**config.mk**
```make
export PLATFORM = sky130hd
export DESIGN_NAME = fetch_ctrl
export DESIGN_NICKNAME = d
export VERILOG_FILES = /design/src/rtl/fetch_ctrl.sv
export SDC_FILE = /design/constraint.sdc
export NUM_CORES = 1
export LEC_CHECK = 0
export CAP_MARGIN = 20
export CORE_MARGIN = 5
export CORE_UTILIZATION = 47
export CTS_CLUSTER_DIAMETER = 50
export DETAILED_ROUTE_END_ITERATION = 8
export GPL_TIMING_DRIVEN = 0
export PLACE_DENSITY = 0.92
export SYNTH_ARGS = -nofsm -noshare
export SYNTH_HDL_FRONTEND = slang
export SYNTH_SLANG_ARGS = --single-unit
export TNS_END_PERCENT = 5
```
**constraint.sdc**
```tcl
create_clock -name clk -period 2.4 [get_ports clk]
set_input_delay 0.24 -clock clk [delete_from_list [all_inputs] [get_ports clk]]
set_output_delay 0.24 -clock clk [all_outputs]
set_load 0.005 [all_outputs]
```
**src/rtl/fetch_ctrl.sv**
```systemverilog
// Fetch sequencer: owns the fetch PC, keeps at most one block fetch in flight,
// buffers the returned block for decode and flushes on redirect.
module fetch_ctrl #(
  parameter int unsigned CORE_WIDTH = 2,
  parameter logic [31:0] RESET_PC   = 32'h0000_0000
) (
  input  logic                       clk,
  input  logic                       reset_n,
  output logic                       imem_req_o,
  output logic [31:0]                imem_addr_o,
  input  logic                       imem_gnt_i,
  input  logic                       imem_rvalid_i,
  input  logic [CORE_WIDTH*32-1:0]   imem_rdata_i,
  input  logic                       dec_ready_i,
  input  logic                       redirect_valid_i,
  input  logic [31:0]                redirect_pc_i,
  output logic [31:0]                pc_addr_f,
  output logic [CORE_WIDTH*32-1:0]   instr_blk_f,
  output logic                       fetch_valid_f,
  output logic                       hold_fd
);

  localparam int unsigned BLK_W     = CORE_WIDTH * 32;
  localparam logic [31:0] PC_STRIDE = 32'(4 * CORE_WIDTH);
  localparam logic [BLK_W-1:0] NOP_BLK = {CORE_WIDTH{32'h0000_0013}};

  typedef enum logic [1:0] {
    IDLE = 2'd0,
    REQ  = 2'd1,
    WAIT = 2'd2,
    DROP = 2'd3
  } fetch_state_e;

  // state_q is the observable FSM state for checkers.
  fetch_state_e state_q, state_d;

  logic [31:0]      pc_q;
  logic [31:0]      pc_req_q;
  logic [31:0]      pc_blk_q;
  logic [BLK_W-1:0] blk_q;
  logic             valid_q;

  logic             consume;
  logic             blk_free;
  logic             req_fire;
  logic             fill;
  logic [31:0]      redirect_target;
  logic             unused_redirect_lsbs;

  // Handshake: a request transfers on a cycle where imem_req_o and imem_gnt_i
  // are both high; a response transfers on any cycle imem_rvalid_i is high and
  // is only accepted in WAIT (late/abandoned responses are dropped elsewhere).
  assign hold_fd         = ~dec_ready_i & ~redirect_valid_i;
  assign consume         = valid_q & ~hold_fd;
  assign blk_free        = ~valid_q | consume;
  assign req_fire        = (state_q == REQ) & blk_free & imem_gnt_i;
  assign fill            = (state_q == WAIT) & imem_rvalid_i & ~redirect_valid_i;
  assign redirect_target = {redirect_pc_i[31:2], 2'b00};
  assign unused_redirect_lsbs = ^redirect_pc_i[1:0];

  always_ff @(posedge clk or negedge reset_n) begin
    if (!reset_n) begin
      state_q <= IDLE;
    end else begin
      state_q <= state_d;
    end
  end

  always_comb begin
    state_d    = state_q;
    imem_req_o = 1'b0;
    unique case (state_q)
      IDLE: state_d = REQ;
      REQ: begin
        imem_req_o = blk_free;
        if (req_fire) begin
          state_d = redirect_valid_i ? DROP : WAIT;
        end
      end
      WAIT: begin
        if (imem_rvalid_i) begin
          state_d = REQ;
        end else if (redirect_valid_i) begin
          state_d = DROP;
        end
      end
      // A response in DROP always closes the abandoned request, even if a
      // fresh redirect lands on the same cycle.
      DROP: begin
        if (imem_rvalid_i) begin
          state_d = REQ;
        end
      end
      default: state_d = IDLE;
    endcase
  end

  always_ff @(posedge clk or negedge reset_n) begin
    if (!reset_n) begin
      pc_q     <= RESET_PC;
      pc_req_q <= RESET_PC;
      pc_blk_q <= RESET_PC;
      blk_q    <= NOP_BLK;
      valid_q  <= 1'b0;
    end else begin
      if (redirect_valid_i) begin
        pc_q <= redirect_target;
      end else if (req_fire) begin
        pc_q     <= pc_q + PC_STRIDE;
        pc_req_q <= pc_q;
      end

      if (fill) begin
        blk_q    <= imem_rdata_i;
        pc_blk_q <= pc_req_q;
      end

      if (redirect_valid_i) begin
        valid_q <= 1'b0;
      end else if (fill) begin
        valid_q <= 1'b1;
      end else if (consume) begin
        valid_q <= 1'b0;
      end
    end
  end

  assign imem_addr_o   = pc_q;
  assign fetch_valid_f = valid_q;
  assign instr_blk_f   = valid_q ? blk_q : NOP_BLK;
  assign pc_addr_f     = valid_q ? pc_blk_q : pc_q;

endmodule

```
**After elaboration in Yosys (flattened, before gate mapping)**

Cells that the tools add are included.

- Register bits: 163
- Bits of input ports: 102
- Output and inout port bits: 131
- Logic and storage cells: 43

- Add/subtract/negate cells: 1
- Equal/unequal tests: 6
- Multiplexer cells: 14
- Bitwise gates (word level): 11
- Reduce and logical (&&, ||, !) cells: 5

Operator list:

| kind | count |
|---|---|
| 2-to-1 mux 32 bit | 3 |
| 2-to-1 mux 64 bit | 1 |
| adder 32 x 4 -> 32 bit, second input constant | 1 |
| 2-to-1 mux 2 bit | 4 |
| case mux 2 bit (4 select lines) | 1 |
| bitwise AND 1 bit | 6 |
| 2-to-1 mux 1 bit | 5 |
| == test 2 bit, second input constant | 2 |
| inequality test 2 bit, second input constant | 2 |
| inverter 1 bit | 4 |
| inequality test 3 bit, second input constant | 1 |
| AND reduction 3 bit | 1 |
| nonzero test 3 bit | 1 |
| == test 2 x 1 -> 1 bit, second input constant | 1 |
| zero test 2 bit | 1 |
| AND reduction 2 bit | 1 |
| nonzero test 2 bit | 1 |
| bitwise OR 1 bit | 1 |

**Depth between registers and ports, before layout**

Gate-level depths: netlist of run 1.

- Depth in word-level cells: 9
- Mapped depth: 9

**Worst setup path after synthesis of run 1**

OpenSTA, ideal clock, no wires.

- Path kind: register to register
- Start: register state_q[1]
- End: register pc_q[27], in the netlist imem_addr_o[27]
- Library setup time: 0.124 ns
- Arrival: 2.081 ns
- Slack: 0.195 ns
- Cell stages (with the launch flop): 9
- Buffers on the path: 2
- Path through: dfrtp_1 > inv_1 > ha_1 > nand2_1 > or4_4 > buf_6 > clkbuf_1 > o31a_1 > o31a_1

- Word-level cells in the longest chain between the ends: 4

RTL lines:

| element | line | text |
|---|---|---|
| start: declaration | 35 | `fetch_state_e state_q, state_d;` |
| start signal: assignment | 65 | `state_q <= state_d;` |
| == test 2 x 1 -> 1 bit | 56 | `assign req_fire = (state_q == REQ) & blk_free & imem_gnt_i;` |
| bitwise AND 1 bit (2 in series) | 56 |  |
| nonzero test 2 bit (no line) | n/a |  |
| end signal: assignment | 107 | `pc_q <= redirect_target;` |
| end signal: assignment | 109 | `pc_q <= pc_q + PC_STRIDE;` |
| end: declaration | 37 | `logic [31:0] pc_q;` |

No other way between the ends.
A chain may end at the register's enable or synchronous reset.

**Final worst setup path of run 1**

- Start: register state_q[1]
- End: register pc_req_q[18]

- Word-level cells in the longest chain between the ends: 4

RTL lines:

| element | line | text |
|---|---|---|
| == test 2 x 1 -> 1 bit | 56 |  |
| bitwise AND 1 bit (2 in series) | 56 |  |
| AND reduction 2 bit (no line) | n/a |  |
| end signal: assignment | 110 | `pc_req_q <= pc_q;` |
| end: declaration | 38 | `logic [31:0] pc_req_q;` |

No other way between the ends.

==> results.cfg, run 1 <==
[outcome]
status = complete, no violations

[sta]
slew_headroom_pct = 52.9
whs_ns = 0.379
period_needed_ns = 2.39
period_share_pct = 99.7
hold_viol_final = 0
max_freq_mhz = 418
drv_slew = 0
tightestPinTransition_ns = 0.706
clock_skew_ns = 0.00959
rsz0062_at_grt = true
setup_viol = 0

[setup_path]
start_kind = flop
r2r_start = state_q[1]$_DFFE_PN0P_
crit_path_top_delay_cell = clkbuf_1
startpoint = state_q[1]$_DFFE_PN0P_
rr_endpoint = pc_req_q[18]$_DFFE_PN0P_
cp_top_family = buffers and inverters
path_depth = 6
critPathArrivalTime_ns = 2.69
max_stage_delay_ns = 0.60
worst-path-buf-inv = 2
crit_end = pc_req_q[18]$_DFFE_PN0P_
reg2reg_slack_ns = 0.008
critPathKind = reg -> reg
endpoint_kind = flop
path_cells = inv_1 > ha_2 > nand2_1 > nor3_1 > clkbuf_1 > mux2_2
path_max_fanout = 10
cp_data_required_time_ns = 2.70
worstRegToRegCells = 6

[clock_tree]
cts_tree = built
ctsHtreeMaxLevel = 4
clockBufferDepth = 2
clkTransAtPathRegs_ns = 0.06
cts-root-buf = clkbuf_16
cts-buffers-inserted = 17
cts_sinks = 157
clock_latency_ns = 0.42

[power_and_ir_drop]
internal_power_uw = 7260
sw_frac_of_total_pct = 26.0
peakVddDrop_mv = 0.536
power.share.clock_pct = 29.9
power_frac_comb_pct = 25.5
power_uw = 9810
powerDensity_nw_per_um2 = 915
p_sw_uw = 2550
power_frac_seq_pct = 44.6
p_leak_uw = 0.00443

[drt]
viasPerCell = 5.40
wl_mm = 20.7
post_drt_wl_per_cell_microns = 19.0
ant_nets = 0
drtIter0Drc = 434
dr.pass1.iters = 6
num_vias = 5900
drc = 0

[layout]
design_area_sq_um = 10700
nNetsFinal = 970
diodes = 0
drive_gt1_share_pct = 25.2
syn_to_final_growth_pct = 43.9
n_fill_cell = 1156

[placed_design]
dpl.hpwl_mm = 15.0
io_buffers = 226
gp_congestion = 0.863
placed_area_sq_um = 10000

[yosys]
synthCells = 616
synth-async-reset-ratio_pct = 100
synthTopCellsByArea = dfrtp_1 51%, mux2_2 23%, and2_1 5.2%
synth_top_cell_by_area = dfrtp_1
synth_edf_count = 0
synth_top_area_share_pct = 50.7
syn_area_sq_um = 7450
yosys-top-cells-count = 152 x mux2_2, 151 x dfrtp_1, 62 x and2_1
yosys_most_used_dff = dfrtp_1
ys_ff_latch = 157
yosysSeqAreaShare_pct = 52.9
ys_types = 41
syn_area_per_cell_sq_um = 12.1
yosysWarnings = 0
yosysMostFrequentCell = mux2_2

[global_route]
grt_pass1_wl_mm = 32.7
grt_pass1_vias = 6210
grt_antenna_before_repair = 0
grt_use_total_pct = 22.5
grt_max_degree = 85
grt_overflow = 0

[floorplanning]
rows = 46
die_h_microns = 136
design.core.area_sq_um = 15700
io_pins = 233
die_area_sq_um = 18500
initial_core_util_pct = 47.4
die_w_microns = 136

[worst_hold_path]
hold_path_class = in -> reg
hold_start = redirect_pc_i[20]

[job]
max_cap_viol_count = 0
==> metal layers <==
| metal | vias up | GRT usage [%] | wire length (microns) |
|---|---|---|---|
| li1 | 2677 | - | - |
| met1 | 2926 | 28.8 | 8240 |
| met2 | 261 | 37.4 | 10600 |
| met3 | 36 | 5.92 | 1520 |
| met4 | 0 | 7.61 | 389 |
| met5 | - | 0 | 0 |
==> worst min path at each step <==
| stage | to | depth (start not counted) |
|---|---|---|
| 2_1_floorplan | blk_q[10]$_DFFE_PN0P_ | 0 |
| 4_1_cts | imem_addr_o[20]$_DFFE_PN0P_ | 3 |
| 5_1_grt | imem_addr_o[20]$_DFFE_PN0P_ | 3 |
| 6_report | imem_addr_o[20]$_DFFE_PN0P_ | 3 |
| 3_5_place_dp | pc_req_q[14]$_DFFE_PN0P_ | 1 |
| 3_3_place_gp | blk_q[63]$_DFFE_PN0P_ | 1 |
==> state kept, by name, indices dropped and copies added, names as in the netlist <==
signal and flops:
fetch_valid_f 1, pc_req_q 30, pc_blk_q 30, state_q 2, blk_q 64, imem_addr_o 30
==> final cells by class <==
type	instances	area [sq um]	area share, %
repair buffers	228	2300	21.5
flip-flops and latches	157	3940	36.7
clock buffers	20	447	4.17
plain buffers	43	248	2.31
well taps	216	270	2.52
inverters	8	30.0	0.280
multi-input cells	409	3300	30.8
clock inverters	11	190	1.77
==> cell usage in the layout, fill, tap and decap left out, types with 6 or more instances in the layout <==
cell	netlist	layout
and2_1	62	62
clkbuf_2	0	8
or4_1	16	16
xnor2_1	8	8
mux2_2	152	152
a31oi_1	16	16
nand3_1	11	10
nand2b_1	8	8
nor2_1	21	21
dfrtp_1	151	151
o21ai_0	17	15
clkbuf_4	0	6
o31ai_1	14	13
nand4_1	11	11
nor4_1	7	7
dfstp_2	6	6
nand2_1	30	30
clkbuf_1	32	13
clkdlybuf4s50_1	0	225
inv_1	8	8
clkbuf_16	0	17
==> timing repair <==
| item | CTS | global route |
|---|---|---|
| endpoints found under the setup margin | 129 | 93 |
| resized for setup | 24 | 18 |
| setup buffers | 0 | 0 |
| hold buffers | 1 | 0 |
| hold endpoints to repair | 71 | 0 |
==> power by group through the flow <==
stage / Sequential (uW) / Clock [uW] / Combinational (uW)
floorplan: 4190 / 0 / 1570
global placement: 4310 / 0 / 2390
detailed placement: 4400 / 0 / 2510
CTS: 4360 / 2970 / 2540
global route: 4520 / 3080 / 2740
finish: 4380 / 2930 / 2510
==> stage by stage <==
stage                     util, %  setup TNS [ns]  setup WS, ns  cells
after floorplan                 -               0         0.195    619
after global placement       63.6         -846.60         -5.28   1061
after detailed placement     63.8          -34.55        -0.617   1062
after CTS                    68.1               0       0.00877   1094
after global routing         68.2           -1.47        -0.104   1092
final                        68.2               0       0.00762   1092
==> logic make-up (layout without fill, tap and decap cells) <==
kind of cell	count (synthesis)	count (layout)	share of synthesized area, %
buffers and inverters	53	310	3.19
DFF	157	157	52.9
and+or+nand+nor	183	183	14.1
AOI/OAI and AO/OA	56	56	4.92
adders and majority gates	4	4	0.672
muxes	154	154	23.3
other	1	4	0.0504
xor gates and xnor gates	8	8	0.941
==> worst register-to-register path, stage by stage, from the launching register on <==
cell,delay (ns)
dfrtp_1,0.41
inv_1,0.07
ha_2,0.23
nand2_1,0.10
nor3_1,0.44
clkbuf_1,0.60
mux2_2,0.42
Note: power is estimated with default switching activity, not from simulation.
==> run 2: changes to the inputs <==
--- a/config.mk
+++ b/config.mk
@@ -12,6 +12,7 @@
 export DETAILED_ROUTE_END_ITERATION = 8
 export GPL_TIMING_DRIVEN = 0
 export PLACE_DENSITY = 0.92
+export SETUP_SLACK_MARGIN = 0.1
 export SYNTH_ARGS = -nofsm -noshare
 export SYNTH_HDL_FRONTEND = slang
 export SYNTH_SLANG_ARGS = --single-unit
==> results.cfg, run 2 (synthesis gave the netlist of run 1 again) <==
[setup_path]
critPathKind = reg -> reg
cp_data_required_time_ns = 2.73
endpoint_kind = flop
critPathArrivalTime_ns = 2.69
path_max_fanout = 7
start_kind = flop

[global_route]
grt_antenna_before_repair = 0
grt_overflow = 0
grt_max_degree = 85
grt_pass1_vias = 6270
grt_use_total_pct = 22.6
grt_pass1_wl_mm = 32.8

[clock_tree]
ctsHtreeMaxLevel = 4
clock_latency_ns = 0.42
cts_tree = built
cts-root-buf = clkbuf_16
clkTransAtPathRegs_ns = 0.07
cts-buffers-inserted = 17
clockBufferDepth = 2
cts_sinks = 157

[placed_design]
dpl.cell_count = 1062
gp_congestion = 0.863
dpl_worst_slack_ns = -0.617
io_buffers = 226
dpl.hpwl_mm = 15.0

[floorplanning]
io_pins = 233
rows = 46
initial_core_util_pct = 47.4
die_area_sq_um = 18500
die_w_microns = 136
die_h_microns = 136
design.core.area_sq_um = 15700

[layout]
fin_cells = 1104
largest_reg_flops = 64
drive_gt1_share_pct = 28.3
diodes = 0
mostFrequentLayoutCell = clkdlybuf4s50_1
nNetsFinal = 982
mostFrequentLayoutCells = 224 x clkdlybuf4s50_1, 152 x mux2_2, 146 x dfrtp_1, 62 x and2_1, 29 x nand2_1
syn_to_final_growth_pct = 47.2
fin_util_pct = 69.7
top_register = blk_q

[sta]
rsz0062_at_grt = true
drv_slew = 0
setup_viol = 0
period_needed_ns = 2.36
hold_viol_final = 0
slew_headroom_pct = 53.8
clock_skew_ns = 0.00890
tightestPinTransition_ns = 0.692
finalWorstSetupSlack_ns = 0.0449
max_freq_mhz = 425
period_share_pct = 98.1

[drt]
viasPerCell = 5.41
post_drt_wl_per_cell_microns = 19.1
num_vias = 5976
wl_mm = 21.1
dr.pass1.iters = 5
drc = 0
drtIter0Drc = 494
ant_nets = 0

[job]
max_cap_viol_count = 0

[power_and_ir_drop]
p_leak_uw = 0.00455
peakVddDrop_mv = 0.532
powerDensity_nw_per_um2 = 906

[outcome]
status = complete, no violations

[worst_hold_path]
hold_path_class = in -> reg
==> run 2: cell type report <==
type                            instances  area, sq um
Buffer                                 45          314
Clock buffer                           20          447
Multi-Input combinational cell        409         3360
Fill cell                            1135         4750
Inverter                                8         30.0
Tap cell                              216          270
Sequential cell                       157         3940
Clock inverter                         11          190
Timing Repair Buffer                  238         2410
==> run 2: through the flow <==
stage | power (uW) | TNS [ns] | hold WS [ns] | instance area, sq um
after detailed placement | 6900 | -34.55 | 0.308 | 10000
after global routing | 10500 | -0.0222 | 0.381 | 11000
final | 9930 | 0 | 0.376 | 11000
after global placement | 6700 | -846.60 | 0.478 | 9990
after floorplan | 5750 | 0 | -0.0556 | 7460
after CTS | 9910 | 0 | 0.364 | 10800
==> run 2: repair_timing <==
action                                 CTS  global route
buffers inserted                         2             7
hold buffers                             1             0
setup endpoints to repair              162           115
endpoints found under the hold margin   71             0
gates resized for setup                 43            38
pin swaps                                0             9
cloned                                   0             1
==> run 2: report_power, final <==
group	internal [uW]	total, uW	switching (uW)
sequential	3780	4380	600
clock	1870	2930	1060
combinational	1680	2620	935
==> run 2: final timing paths <==
path / from / endpoint / slack [ns] / cells past startpoint
hold / removal: redirect_pc_i[20] / imem_addr_o[20]$_DFFE_PN0P_ / 0.38 / 3
hold reg to reg: blk_q[61]$_DFFE_PN0P_ / blk_q[61]$_DFFE_PN0P_ / 0.50 / 1
min in group asynchronous: reset_n / pc_req_q[14]$_DFFE_PN0P_ / 0.39 / 2
setup / recovery: state_q[1]$_DFFE_PN0P_ / imem_addr_o[29]$_DFFE_PN0P_ / 0.04 / 8
max in group asynchronous: reset_n / blk_q[33]$_DFFE_PN1P_ / 1.11 / 3
setup reg to reg: state_q[1]$_DFFE_PN0P_ / imem_addr_o[29]$_DFFE_PN0P_ / 0.04 / 8
==> run 2: metal layers <==
layer | GRT usage, % | share of wire [%]
met1 | 28.6 | 40
met2 | 37.6 | 51
met3 | 5.88 | 7.3
met4 | 8.12 | 2.3
met5 | 0 | 0
==> run 2: worst max-delay path, cell delays in order (launching register included) <==
cell and delay (ns):
dfrtp_1 0.42, inv_2 0.09, ha_4 0.18, nand2_4 0.06
or4_4 0.51, buf_6 0.16, buf_8 0.12, or4_1 0.52
a31oi_1 0.21
